### src/rtl/local_mem_arbiter.sv
// Shares one single-port local memory between load/store (port A, fixed 1-cycle) and
// instruction fetch (port B, 1-entry pending buffer). Define LOCAL_MEM_ARB_STATS_EN for conflict_cnt.
module local_mem_arbiter #(
    parameter int STARVE_LIMIT = 8
) (
    input  logic        clk,
    input  logic        rst,
    input  logic        a_en,
    input  logic [29:0] a_addr,
    input  logic [3:0]  a_be,
    input  logic [31:0] a_data_in,
    output logic [31:0] a_data_out,
    output logic        a_ready,
    input  logic        b_valid,
    input  logic [29:0] b_addr,
    output logic        b_ready,
    input  logic        b_flush,
    output logic [31:0] b_data_out,
    output logic        b_data_valid,
    output logic        mem_en,
    output logic [29:0] mem_addr,
    output logic [3:0]  mem_be,
    output logic [31:0] mem_data_in,
    input  logic [31:0] mem_data_out,
    output logic [31:0] conflict_cnt
);

    localparam logic [7:0] LIMIT = 8'(STARVE_LIMIT);

    logic        pend_valid;
    logic [29:0] pend_addr;
    logic        b_inflight;
    logic        b_dv_q;
    logic [7:0]  starve_cnt;
    logic [7:0]  starve_next;
    logic        holdoff;
    logic        b_issue;
    logic        b_accept;

    assign b_issue  = !a_en && pend_valid && !b_flush;
    // A flush empties the buffer, so a fetch presented alongside it is taken as the new target.
    assign b_ready  = !pend_valid || b_issue || b_flush;
    assign b_accept = b_valid && b_ready;
    assign a_ready  = !holdoff;

    always_comb begin
        mem_en      = a_en || b_issue;
        mem_addr    = a_addr;
        mem_be      = a_be;
        mem_data_in = a_data_in;
        if (!a_en) begin
            mem_addr = pend_addr;
            mem_be   = 4'h0;
        end
    end

    assign a_data_out   = mem_data_out;
    assign b_data_valid = b_inflight && b_dv_q && !b_flush;
    assign b_data_out   = b_data_valid ? mem_data_out : 32'h0;

    always_comb begin
        starve_next = starve_cnt;
        if (b_issue || b_flush || holdoff)
            starve_next = 8'h0;
        else if (pend_valid && a_en && starve_cnt != LIMIT)
            starve_next = starve_cnt + 8'h1;
    end

    always_ff @(posedge clk or negedge rst) begin
        if (!rst) begin
            pend_valid <= 1'b0;
            pend_addr  <= '0;
            b_inflight <= 1'b0;
            b_dv_q     <= 1'b0;
            starve_cnt <= 8'h0;
            holdoff    <= 1'b0;
        end else begin
            if (b_accept) begin
                pend_valid <= 1'b1;
                pend_addr  <= b_addr;
            end else if (b_issue || b_flush) begin
                pend_valid <= 1'b0;
            end
            b_inflight <= b_issue;
            b_dv_q     <= b_issue && !b_flush;
            starve_cnt <= starve_next;
            // One-cycle hold-off of A the cycle after the limit is reached.
            holdoff    <= (starve_next == LIMIT);
        end
    end

`ifdef LOCAL_MEM_ARB_STATS_EN
    always_ff @(posedge clk or negedge rst) begin
        if (!rst)
            conflict_cnt <= 32'h0;
        else if (pend_valid && a_en && conflict_cnt != 32'hFFFF_FFFF)
            conflict_cnt <= conflict_cnt + 32'h1;
    end
`else
    assign conflict_cnt = 32'h0;
`endif

endmodule
### config.mk
export PLATFORM = sky130hd
export DESIGN_NAME = local_mem_arbiter
export DESIGN_NICKNAME = d
export VERILOG_FILES = /design/src/rtl/local_mem_arbiter.sv
export SDC_FILE = /design/constraint.sdc
export NUM_CORES = 1
export LEC_CHECK = 0
export BUFFER_PORTS_ARGS = -buffer_cell sky130_fd_sc_hd__buf_2
export CORE_ASPECT_RATIO = 1.5
export CORE_MARGIN = 10
export CORE_UTILIZATION = 30
export DETAILED_ROUTE_END_ITERATION = 10
export PLACE_DENSITY_LB_ADDON = 0.25
export SYNTH_ARGS = -nofsm -noshare
export SYNTH_HDL_FRONTEND = slang
export SYNTH_SLANG_ARGS = --single-unit
### constraint.sdc
create_clock -name clk -period 2.1 [get_ports clk]
set_clock_uncertainty 0.2 [all_clocks]
set_input_delay 0.42 -clock clk [delete_from_list [all_inputs] [get_ports clk]]
set_output_delay 0.42 -clock clk [all_outputs]
set_load 0.01 [all_outputs]
After elaboration in Yosys (flattened, before gate mapping)
Cells that the tools add are included.

storage, ports and cells
  input bits = 133
  logic and storage cells = 34
  output and inout port bits = 166
  flip-flop bits (word level) = 42

operators by class
  reduce and logical (&&, ||, !) cells = 18
  multiplexer cells = 7
  $add $sub $neg = 1
  eq/ne operators = 2

operators by type and width
  kind                                                    count
  2-to-1 mux 32 bit                                       1
  2-to-1 mux 30 bit                                       1
  2-to-1 mux 8 bit                                        2
  adder 8 x 1 -> 8 bit (second input constant)            1
  == test 8 x 4 -> 1 bit (second input constant)          1
  logical AND 1 bit                                       8
  inequality test 8 x 4 -> 1 bit (second input constant)  1
  logical OR 1 bit                                        5
  logical NOT 1 bit                                       4
  2-to-1 mux 4 bit                                        1
  2-to-1 mux 1 bit                                        2
  nonzero test 2 bit                                      1

Longest topological paths before layout
Gate-level depths: netlist (run 1).

  depth after elaboration = 7
  gate-level depth with buffers = 6
  depth with buffers taken out = 5

Least setup slack after synthesis (run 1)
No wires, ideal clock.

  path type = input port to output port
  start = input port a_en
  end = output port mem_addr[24]
  buffers on the path = 2
  stages on the path = 3
  data required time = 1.480 ns
  data arrival time = 1.231 ns
  setup slack = 0.249 ns
  cell sequence = buf_4 -> clkbuf_1 -> mux2_2

on the way
  cells in the longest elaborated chain, start to end = 1

ends and longest elaborated chain
  element            RTL line  text
  start, declared    8         input logic a_en,
  2-to-1 mux 30 bit  51        if (!a_en) begin
  end, declared      21        output logic [29:0] mem_addr,

No other way between the ends.

Worst setup path in the final report (run 1)
  start = register pend_valid
  end = output port mem_en

on the way
  cells in the longest elaborated chain, start to end = 3

ends and longest elaborated chain
  element                         RTL line  text
  start, declared                 30        logic pend_valid;
  start signal, assigned          71        pend_valid <= 1'b0;
  start signal, assigned          79        pend_valid <= 1'b1;
  start signal, assigned          82        pend_valid <= 1'b0;
  logical AND 1 bit (2 in a row)  40        assign b_issue = !a_en && pend_valid && !b_flush;
  via b_issue                     37        logic b_issue;
  logical OR 1 bit                47        mem_en = a_en || b_issue;
  end, declared                   20        output logic mem_en,

The timed path passes the listed nets, and every way through them passes these cells.

==> impl_summary.txt, run 1 <==
----------------------------------------------------
[Global routing]
  Initial antenna violation count ... 10
  Total gr overflow ... 0
  Largest net degree at the start of global routing ... 42
  Global-route wire length before repair ... around 16000 um
  Global-route usage over all layers ... between 10% and 20%
  Number of global-route vias before repair ... 2772

[Synth]
  Top flip-flop cell by instance count after synthesis ... dfrtp_1
  Summed instance area of the synthesized netlist ... ~3200 um2
  Synth Instances ... 309
  Ys Warns ... 0
  Yosys reg bits ... a little over 40
  Sequential element share of the synthesized area ... 32.41%
  Cell variety after synth ... 37
  Mean post-synth cell area ... ~10 um2
  Async SR Flop Fraction ... between 90% and 100%
  Number of enable-type register cells in the synthesized netlist ... 0

[Critical path]
  Worst Path Arrival ... between 1 and 1.5 ns
  Critical path peak fanout ... 3
  Depth of the most critical reg-to-reg path ... 6
  Setup crit end kind ... primary output
  Data required, critical path ... approximately 1.5 ns
  Setup Crit Path Kind ... flip-flop to primary output
  Type of origin of the critical path ... flip-flop

[Floorplanning]
  Die area ... about 15000 um2
  Std-Cell Core Area ... approximately 10000 um2
  Number of ports placed on the die boundary ... 299
  Width of the die ... about 100 um
  Row count ... 45
  Starting density of the core ... slightly above 30%
  Floorplan die height ... 145.8 um

[Timing]
  Rel. slew slack ... ~64%
  Final worst path period need ... 2.020 ns
  Final hold slack ... -0.006098 ns
  Final-layout setup total negative slack ... 0 ns
  Fmax ... roughly 490 MHz
  RSZ-0062 raised after global routing ... false
  Final number of setup-violating endpoints ... 0
  Worst Max-Slew Pin Slew ... ~0.54 ns
  Final Hold Vio Count ... 12
  Post-route fraction of the period consumed by the critical path ... between 90% and 100%
  Final Slew Violations ... 0

[Clock tree]
  CTS sink cnt ... just over 40
  Max clock buf depth ... 2
  Worst-path clk slew ... ~0.060 ns
  Number of cells upsized or downsized after cts ... 0
  Worst-Skew Late Latency ... 0.29 ns
  TritonCTS clock tree ... yes
  CTS buffer count ... 5
  CTS Root Cell ... clkbuf_16
  Post-CTS setup repair buffer count ... 0
  Hold-fix buffers, CTS ... 0
  Number of H-tree levels ... 2

[Layout]
  Number of fill cells ... 1059
  Area growth syn-to-layout ... 24.98%
  Fraction of layout cells with a size suffix above 1 ... roughly three fifths
  Final core utilization ... around two fifths
  Total number of nets in the final design ... between 500 and 600

[Routing]
  Via Count ... roughly 2500
  Number of detailed-route iterations in the first pass ... 4
  First DRT Iteration DRCs ... 110
  Remaining antenna violation count after routing ... 0
  Routed wire length ... around 11000 um
  Number of design rule violations left after detail routing ... 0
  Post-detailed-route wirelength per cell ... about 19 um
  Post-DR vias/cell ... around 4.2

[Place]
  Post-detailed-placement half-perimeter wirelength ... between 9000 and 10000 um
  Port-buffer cells ... approximately 200
  Final Wtd Congestion ... approximately 0.8

[Outcome]
  Violated checks ... negative hold slack
  Result of the run ... finished, violations left

[Power and ir drop]
  Overall power ... 2.375 mW
  Pleak ... between 2 and 2.5 nW
  VDD IR max ... around 570 uV
  Pwr Density ... ~600 nW/um2

[Flow run]
  Number of maximum-capacitance constraint violations ... 0

[Hold path]
  HP Class ... input port to async pin

----------------------------------------------------
==> power by group <==
part | total (mW) | internal [mW] | switching (mW)
Combinational | 0.566 | 0.291 | 0.275
Sequential | 0.907 | 0.867 | 0.0405
Clock | 0.902 | 0.594 | 0.308
Total | 2.38 | 1.75 | 0.624
==> Yosys cell counts (all sizes together), types with 4 or more instances <==
cell    count  area share, %
and2       36            7.1
buf       104             25
nor3        4           0.99
mux2       60             21
nor2b       4           0.79
clkbuf      5           0.63
a21oi       5           0.79
nor2        7           0.83
inv         4           0.47
o21ai       4           0.63
or3         4           0.79
dfrtp      41             32
xnor2       4            1.1
nand2       7           0.99
==> registers in the layout, summed over array words and instances (netlist names) <==
| signal | cells |
|---|---|
| pend_addr | 30 |
| holdoff | 1 |
| starve_cnt | 8 |
| pend_valid | 1 |
| b_dv_q | 1 |
==> per-layer routing <==
| metal | vias up | part of all wire, % | track usage (%) |
|---|---|---|---|
| met5 | - | 0.62 | 0 |
| li1 | 1174 | - | - |
| met1 | 1124 | 33 | 12.43 |
| met3 | 26 | 19 | 12.00 |
| met2 | 187 | 45 | 22.08 |
| met4 | 10 | 2.7 | 5.726 |
==> cell usage in the layout (no fill, tap or decap), drive strengths merged, types with 5 or more instances in the layout <==
| master | Yosys | final |
|---|---|---|
| a21oi | 5 | 5 |
| nor2 | 7 | 7 |
| and2 | 36 | 36 |
| conb | 1 | 32 |
| clkbuf | 5 | 7 |
| dfrtp | 41 | 41 |
| buf | 104 | 211 |
| diode | 0 | 6 |
| mux2 | 60 | 60 |
| nand2 | 7 | 7 |
==> kinds of logic (layout without fill, tap and decap cells) <==
family | after synthesis | count (layout) | synth area share (%)
muxes | 63 | 63 | 22.29
adders and majority gates | 2 | 2 | 0.7904
DFF | 41 | 41 | 32.41
and+or+nand+nor | 71 | 71 | 13.76
other | 1 | 38 | 0.1185
buffers and inverters | 113 | 223 | 26.01
AOI/OAI and AO/OA | 13 | 13 | 3.241
xor gates and xnor gates | 5 | 5 | 1.383
==> cell type report <==
class / count / area (um2) / area share (%)
multi-input combinational: 186 / 1435 / 36.27
timing repair buffer: 211 / 1116 / 28.21
sequential: 41 / 1026 / 25.93
tap: 141 / 176.4 / 4.459
clock buffer: 7 / 142.6 / 3.605
clock inverter: 1 / 30.03 / 0.7590
inverter: 4 / 15.01 / 0.3795
antenna: 6 / 15.01 / 0.3795
==> worst max-delay path, cell delays in order, from the launching register on <==
cell and delay [ns]:
dfrtp_1 0.41, nor2b_1 0.15, nor2b_1 0.14, or2_2 0.26, buf_2 0.15
==> path summary, 6_finish.rpt <==
path / start / slack [ns] / end
setup / recovery: pend_valid / 0.08 / mem_en
hold / removal: rst / -0.006 / pend_addr[11]
setup reg to reg: starve_cnt[0] / 0.23 / holdoff
hold reg to reg: pend_addr[15] / 0.29 / pend_addr[15]
max in group asynchronous: rst / 1.33 / pend_addr[26]
min in group clk: b_addr[15] / 0.14 / pend_addr[15]
==> through the flow <==
step | cell area [um2] | cells | setup slack (ns) | hold slack, ns
2_1_floorplan | 3282 | 340 | 0.2493 | -0.07559
3_3_place_gp | 3769 | 583 | 0.1599 | 0.2755
3_5_place_dp | 3769 | 583 | 0.1325 | 0.2798
4_1_cts | 3941 | 591 | 0.06156 | 0.008175
5_1_grt | 3941 | 591 | 0.01600 | 0.03997
6_report | 3956 | 597 | 0.07959 | -0.006098
Power figures use the tool's default switching activity.
==> inputs of run 2 (changes only) <==
--- a/config.mk
+++ b/config.mk
@@ -11,6 +11,7 @@
 export CORE_UTILIZATION = 30
 export DETAILED_ROUTE_END_ITERATION = 10
 export PLACE_DENSITY_LB_ADDON = 0.25
+export REMOVE_ABC_BUFFERS = 1
 export SYNTH_ARGS = -nofsm -noshare
 export SYNTH_HDL_FRONTEND = slang
 export SYNTH_SLANG_ARGS = --single-unit
==> run 2 against run 1 <==
Net effect:
- largest cell class unchanged
- the run still ends with negative hold slack left
- sequential share of layout area decreased by 0.065 points
- core utilization increased by 0.098 points
- final cell count increased by 0.34%
- highest routed layer unchanged
- via count increased by 1.3%
- register-to-register slack improved by 0.10 ns
==> impl_summary.txt, run 2 (same netlist as run 1, synthesis figures left out) <==
----------------------------------------------------
[Power and ir drop]
  VDD IR max ... about 440 uV
  Pwr Density ... 573.5 nW/um2
  Part of the total power dissipated in sequential elements ... 39.9%
  Pleak ... 2.089 nW
  Relative contribution of combinational cells to total power ... roughly 25%
  Overall power ... approximately 2.3 mW
  Fraction of power spent switching nets ... 28.04%
  Net switching power ... around 0.64 mW
  Internal cell power ... approximately 1.6 mW
  Clk pwr share ... between 30% and 40%

[Clock tree]
  CTS Root Cell ... clkbuf_16
  Number of H-tree levels ... 2
  Hold-fix buffers, CTS ... 0
  TritonCTS clock tree ... yes
  Max clock buf depth ... 2
  CTS buffer count ... 5
  Worst-Skew Late Latency ... 0.29 ns
  CTS sink cnt ... between 40 and 50
  Worst-path clk slew ... about 0.06 ns

[Critical path]
  Data required, critical path ... about 1.5 ns
  Critical R2R Capture ... holdoff
  Type of origin of the critical path ... flip-flop
  Worst Path Arrival ... about 1.4 ns
  Source of the worst register-to-register timing path ... starve_cnt[0]
  Setup crit end kind ... primary output
  Internal reg-to-reg setup slack ... 0.33 ns
  Depth of the most critical reg-to-reg path ... 6
  Critical path peak fanout ... 3
  Setup Crit Path Kind ... flip-flop to primary output

[Hold path]
  HP Class ... input port to async pin

[Floorplanning]
  Number of ports placed on the die boundary ... roughly 300
  Width of the die ... 103.9 um
  Starting density of the core ... between 30 and 40%
  Std-Cell Core Area ... about 10000 um2
  Row count ... 45
  Floorplan die height ... 145.8 um
  Die area ... about 15000 um2

[Layout]
  Largest register FFs ... 30
  Leading registers by flop count ... pend_addr x30, starve_cnt x8
  Largest reg by FF count ... pend_addr
  Final core utilization ... between 30% and 40%
  Area growth syn-to-layout ... 25.30%
  Total number of nets in the final design ... 592
  Fraction of layout cells with a size suffix above 1 ... between 60% and 70%
  Most common library cell in the layout ignoring fill and taps ... buf_2
  # diodes ... 0
  Non-filler instance count after layout ... roughly 600
  Most used cells in the layout excluding fill and tap cells ... buf_2 (202), mux2_2 (44), dfrtp_1 (41), and2_1 (36), conb_1 (32)
  Number of fill cells ... between 1000 and 1500

[Global routing]
  Global-route usage over all layers ... between 10% and 20%
  Total gr overflow ... 0
  Number of global-route vias before repair ... 2918
  Initial antenna violation count ... 0
  Largest net degree at the start of global routing ... 42
  Global-route wire length before repair ... 17530 um

[Routing]
  Remaining antenna violation count after routing ... 0
  Post-DR vias/cell ... 4.262
  Number of design rule violations left after detail routing ... 0
  First DRT Iteration DRCs ... between 50 and 60
  Via Count ... roughly 2600
  Routed wire length ... approximately 12000 um
  Post-detailed-route wirelength per cell ... roughly 20 um
  Number of detailed-route iterations in the first pass ... 4

[Timing]
  RSZ-0062 raised after global routing ... false
  Final hold slack ... -0.01788 ns
  Post-route fraction of the period consumed by the critical path ... between 90% and 100%
  Worst Max-Slew Pin Slew ... between 0.5 and 0.6 ns
  Final number of setup-violating endpoints ... 0
  Final Slew Violations ... 0
  Rel. slew slack ... a little under two thirds
  Final worst path period need ... 1.999 ns
  Final Hold Vio Count ... 22
  PnR worst setup slack ... about 0.1 ns
  Fmax ... between 500 and 600 MHz

[Outcome]
  Violated checks ... negative hold slack
  Result of the run ... finished, violations left

[Place]
  Port-buffer cells ... ~200
  Final Wtd Congestion ... around 0.85
  Placement Setup Slack ... between 0.1 and 0.15 ns
  Post-detailed-placement half-perimeter wirelength ... between 10000 and 15000 um
  Cell count after placement ... 589

[Flow run]
  Number of maximum-capacitance constraint violations ... 0

----------------------------------------------------
[run 2: final cells by class]
cell class	instances	area (um2)	area share, %
well taps	141	176.4	4.448
repair buffers	219	1164	29.34
flip-flops and latches	41	1026	25.87
inverters	4	15.01	0.3785
multi-input cells	186	1433	36.12
clock buffers	6	138.9	3.502
clock inverters	2	13.76	0.3470
[run 2: worst max path at each step]
stage | start | endpoint | slack, ns | cells after the start
6_report | pend_valid | mem_en | 0.10 | 4
5_1_grt | pend_valid | mem_en | 0.03 | 4
4_1_cts | pend_valid | mem_en | 0.04 | 4
3_5_place_dp | a_en | starve_cnt[7] | 0.13 | 6
3_3_place_gp | a_en | starve_cnt[7] | 0.17 | 6
2_1_floorplan | b_flush | b_data_out[0] | -0.05 | 2
[run 2: power by group through the flow]
| stage | sequential (mW) | combinational, mW | clock (mW) |
|---|---|---|---|
| 5_1_grt | 0.916 | 0.633 | 0.848 |
| 2_1_floorplan | 0.907 | 0.263 | 0 |
| 4_1_cts | 0.909 | 0.576 | 0.820 |
| 3_5_place_dp | 0.922 | 0.575 | 0 |
| 3_3_place_gp | 0.922 | 0.567 | 0 |
| 6_report | 0.908 | 0.571 | 0.796 |
[run 2: routing by layer]
metal	vias to the layer above	part of all wire [%]	global-route usage [%]
met5	-	0.60	4.407
met4	2	1.1	3.911
met3	9	16	9.872
met2	215	45	22.97
met1	1147	37	16.11
li1	1180	-	-
[run 2: worst max-delay path, cell delays in order, from the launching register on]
cell     delay, ns
dfrtp_1       0.39
nor2b_1       0.14
nor2b_1       0.14
or2_2         0.27
buf_2         0.15
[run 2: stage by stage]
| stage | setup TNS (ns) | cell area [um2] |
|---|---|---|
| 2_1_floorplan | -1.472 | 2474 |
| 3_3_place_gp | 0 | 3799 |
| 3_5_place_dp | 0 | 3799 |
| 4_1_cts | 0 | 3951 |
| 5_1_grt | 0 | 3966 |
| 6_report | 0 | 3966 |
[run 2: timing repair]
item	CTS	global route
setup endpoints to repair	0	1
setup buffers	0	2
gates resized for setup	0	0
==> inputs of run 3 (changes only) <==
--- a/config.mk
+++ b/config.mk
@@ -5,6 +5,7 @@
 export SDC_FILE = /design/constraint.sdc
 export NUM_CORES = 1
 export LEC_CHECK = 0
+export ABC_AREA = 1
 export BUFFER_PORTS_ARGS = -buffer_cell sky130_fd_sc_hd__buf_2
 export CORE_ASPECT_RATIO = 1.5
 export CORE_MARGIN = 10
==> constraint.sdc (replaced) <==
create_clock -name clk -period 1.95 [get_ports clk]
set_clock_uncertainty 0.2 [all_clocks]
set_input_delay 0.39 -clock clk [delete_from_list [all_inputs] [get_ports clk]]
set_output_delay 0.39 -clock clk [all_outputs]
set_load 0.01 [all_outputs]
==> run 3 against run 2 <==
Net effect:
- the run now ends clean
- non-clock buffer count fell by 8
- total power rose by 7.7%
- sequential share of layout area fell by 0.45 points
- largest power group unchanged
- highest routed layer unchanged
==> impl_summary.txt, run 3 <==
----------------------------------------------------
[Clock tree]
  CTS sink cnt ... 41
  Worst-path clk slew ... 0.06 ns
  CTS buffer count ... 5
  Max clock buf depth ... 2
  Number of H-tree levels ... 2
  Worst-Skew Late Latency ... roughly 0.29 ns
  TritonCTS clock tree ... yes
  CTS Root Cell ... clkbuf_16

[Flow run]
  Number of maximum-capacitance constraint violations ... 0

[Critical path]
  Source of the worst register-to-register timing path ... starve_cnt[0]
  Critical R2R Capture ... holdoff
  Depth of the most critical reg-to-reg path ... 9
  Critical path peak fanout ... 6
  Slowest library cell on the worst path ... dfrtp_1
  Setup Crit Path Kind ... flip-flop to flip-flop
  Worst Path Arrival ... between 1.5 and 2 ns
  Setup crit end kind ... flip-flop
  Crit path largest cell delay ... slightly below 0.4 ns
  Data required, critical path ... around 2 ns
  Type of origin of the critical path ... flip-flop
  Internal reg-to-reg setup slack ... roughly 0.21 ns
  Cells traversed along the worst timing path ... inv_1 -> ha_1 -> inv_1 -> nor2_2 -> nand2_4 -> nand2_4 -> o21ai_0 -> nand4_1 -> nor2_1

[Timing]
  Final hold slack ... ~0.12 ns
  Worst Max-Slew Pin Slew ... roughly 0.52 ns
  Rel. slew slack ... ~65%
  Fmax ... between 500 and 600 MHz
  Post-route fraction of the period consumed by the critical path ... between 80% and 90%
  Final-layout setup total negative slack ... 0 ns
  Final Hold Vio Count ... 0
  Final worst path period need ... ~1.7 ns
  RSZ-0062 raised after global routing ... false
  Final Slew Violations ... 0
  Final number of setup-violating endpoints ... 0

[Routing]
  First DRT Iteration DRCs ... 96
  Post-DR vias/cell ... about 4.1
  Post-detailed-route wirelength per cell ... ~19 um
  Number of detailed-route iterations in the first pass ... 4
  Via Count ... slightly above 3000
  Remaining antenna violation count after routing ... 0
  Number of design rule violations left after detail routing ... 0
  Routed wire length ... between 10000 and 15000 um

[Layout]
  Area growth syn-to-layout ... 22.80%
  Number of fill cells ... ~1100
  Fraction of layout cells with a size suffix above 1 ... between 40% and 50%
  Leading registers by flop count ... pend_addr x30, starve_cnt x8
  Most used cells in the layout excluding fill and tap cells ... buf_2 (202), nand2_1 (126), inv_1 (55), nor2_1 (44), dfrtp_1 (41)
  # diodes ... 0
  Most common library cell in the layout ignoring fill and taps ... buf_2
  Largest reg by FF count ... pend_addr
  Largest register FFs ... 30
  Total number of nets in the final design ... ~700

[Floorplanning]
  Row count ... 46
  Starting density of the core ... 30.87%
  Width of the die ... roughly 110 um
  Std-Cell Core Area ... ~11000 um2
  Floorplan die height ... ~150 um
  Die area ... ~16000 um2
  Number of ports placed on the die boundary ... around 300

[Power and ir drop]
  Pleak ... about 2.6 nW
  Pwr Density ... between 600 and 700 nW/um2
  VDD IR max ... just under 500 uV
  Overall power ... roughly 2.4 mW

[Synth]
  Cell with the most instances after synthesis ... nand2_1
  Cell variety after synth ... 25
  Share of the synthesized area in the top cell type ... a little under a third
  Async SR Flop Fraction ... 100.0%
  Synth Instances ... 443
  Cell types occupying the most area after synthesis ... dfrtp_1 (31%), buf_4 (22%), nand2_1 (14%)
  Number of enable-type register cells in the synthesized netlist ... 0
  Top flip-flop cell by instance count after synthesis ... dfrtp_1
  Yosys reg bits ... between 40 and 50
  Mean post-synth cell area ... between 7 and 8 um2
  Commonest cells in the synthesized netlist ... nand2_1 (126), buf_4 (97), inv_1 (55), nor2_1 (44), dfrtp_1 (41)
  Sequential element share of the synthesized area ... 31.21%
  Cell type with the highest aggregate area in the netlist ... dfrtp_1
  Summed instance area of the synthesized netlist ... between 3000 and 4000 um2
  Ys Warns ... 0

[Hold path]
  Number of cells on the worst hold path ... 2
  Startpoint of the most critical hold path ... b_addr[10]
  HP Class ... input port to flip-flop
  Hold Path Sink ... pend_addr[10]

[Global routing]
  Total gr overflow ... 0
  Number of global-route vias before repair ... 3186
  Initial antenna violation count ... 3
  Global-route wire length before repair ... 19910 um
  Largest net degree at the start of global routing ... 42
  Global-route usage over all layers ... between 10% and 20%

[Place]
  Post-detailed-placement half-perimeter wirelength ... roughly 12000 um
  Port-buffer cells ... 202
  Final Wtd Congestion ... approximately 0.91

[Outcome]
  Result of the run ... finished clean

----------------------------------------------------
run 3: cell types whose count changed after synthesis, moves of 15 or more:
cell,delta
mux2_2,-24
and2_1,-36
nand2_1,+121
mux2_1,-15
nor2_1,+37
inv_1,+51
run 3: worst max path at each step:
stage	start	slack, ns	cells after the start	end
2_1_floorplan	a_en	0.07	5	pend_addr[11]
3_3_place_gp	a_en	0.14	9	holdoff
3_5_place_dp	a_en	0.08	9	holdoff
4_1_cts	starve_cnt[0]	0.19	12	holdoff
5_1_grt	starve_cnt[0]	0.03	8	holdoff
6_report	starve_cnt[0]	0.21	9	holdoff
run 3: through the flow:
step,cells,utilization [%],setup slack [ns],instance area [um2]
3_5_place_dp,719,36.47,0.08215,3884
6_report,728,37.91,0.2102,4036
2_1_floorplan,365,-,0.06681,2608
3_3_place_gp,719,36.47,0.1431,3884
4_1_cts,728,37.91,0.1939,4036
5_1_grt,728,37.91,0.02918,4036
run 3: what timing repair did:
| item | CTS | global route |
|---|---|---|
| gates resized for setup | 0 | 0 |
| hold buffers | 1 | 0 |
| hold endpoints to repair | 41 | 0 |
| setup buffers | 0 | 0 |
run 3: logic make-up (layout without fill, tap and decap cells):
family                     count (synthesis)  count (layout)  share of synthesized area, %
buffers and inverters                    167             277                         30.83
adders and majority gates                  2               2                        0.7612
AOI/OAI and AO/OA                          6               6                        0.9133
muxes                                     30              30                         11.31
xor gates and xnor gates                   2               2                        0.5330
and+or+nand+nor                          194             194                         24.32
other                                      1              32                        0.1141
DFF                                       41              41                         31.21
run 3: worst max-delay path: cells and delay by family, from the launching register on:
| family | cells | cell delay [ns] |
|---|---|---|
| simple gates | 5 | 0.47 |
| flops | 1 | 0.39 |
| compound gates | 1 | 0.29 |
| fa+ha+maj | 1 | 0.20 |
| buf+inv | 2 | 0.13 |
run 3: area by class of cell:
cell class                      instances  area (um2)  share of cell area (%)
Clock inverter                          3       17.52                  0.4340
Inverter                               58       217.7                   5.394
Tap cell                              144       180.2                   4.464
Multi-Input combinational cell        266        1364                   33.79
Timing Repair Buffer                  211        1106                   27.40
Clock buffer                            5       125.1                   3.100
Sequential cell                        41        1026                   25.42
run 3: where the power goes:
group,leakage (nW),internal [mW],switching (mW),total (mW)
Clock,0.0696,0.469,0.338,0.807
Sequential,0.500,0.936,0.0488,0.985
Combinational,1.99,0.306,0.351,0.657
run 3: layer usage:
layer	routed length, um	global-route usage [%]
met1	4450	15.60
met4	551	7.851
met2	6471	28.06
met5	120	4.407
met3	2254	11.85
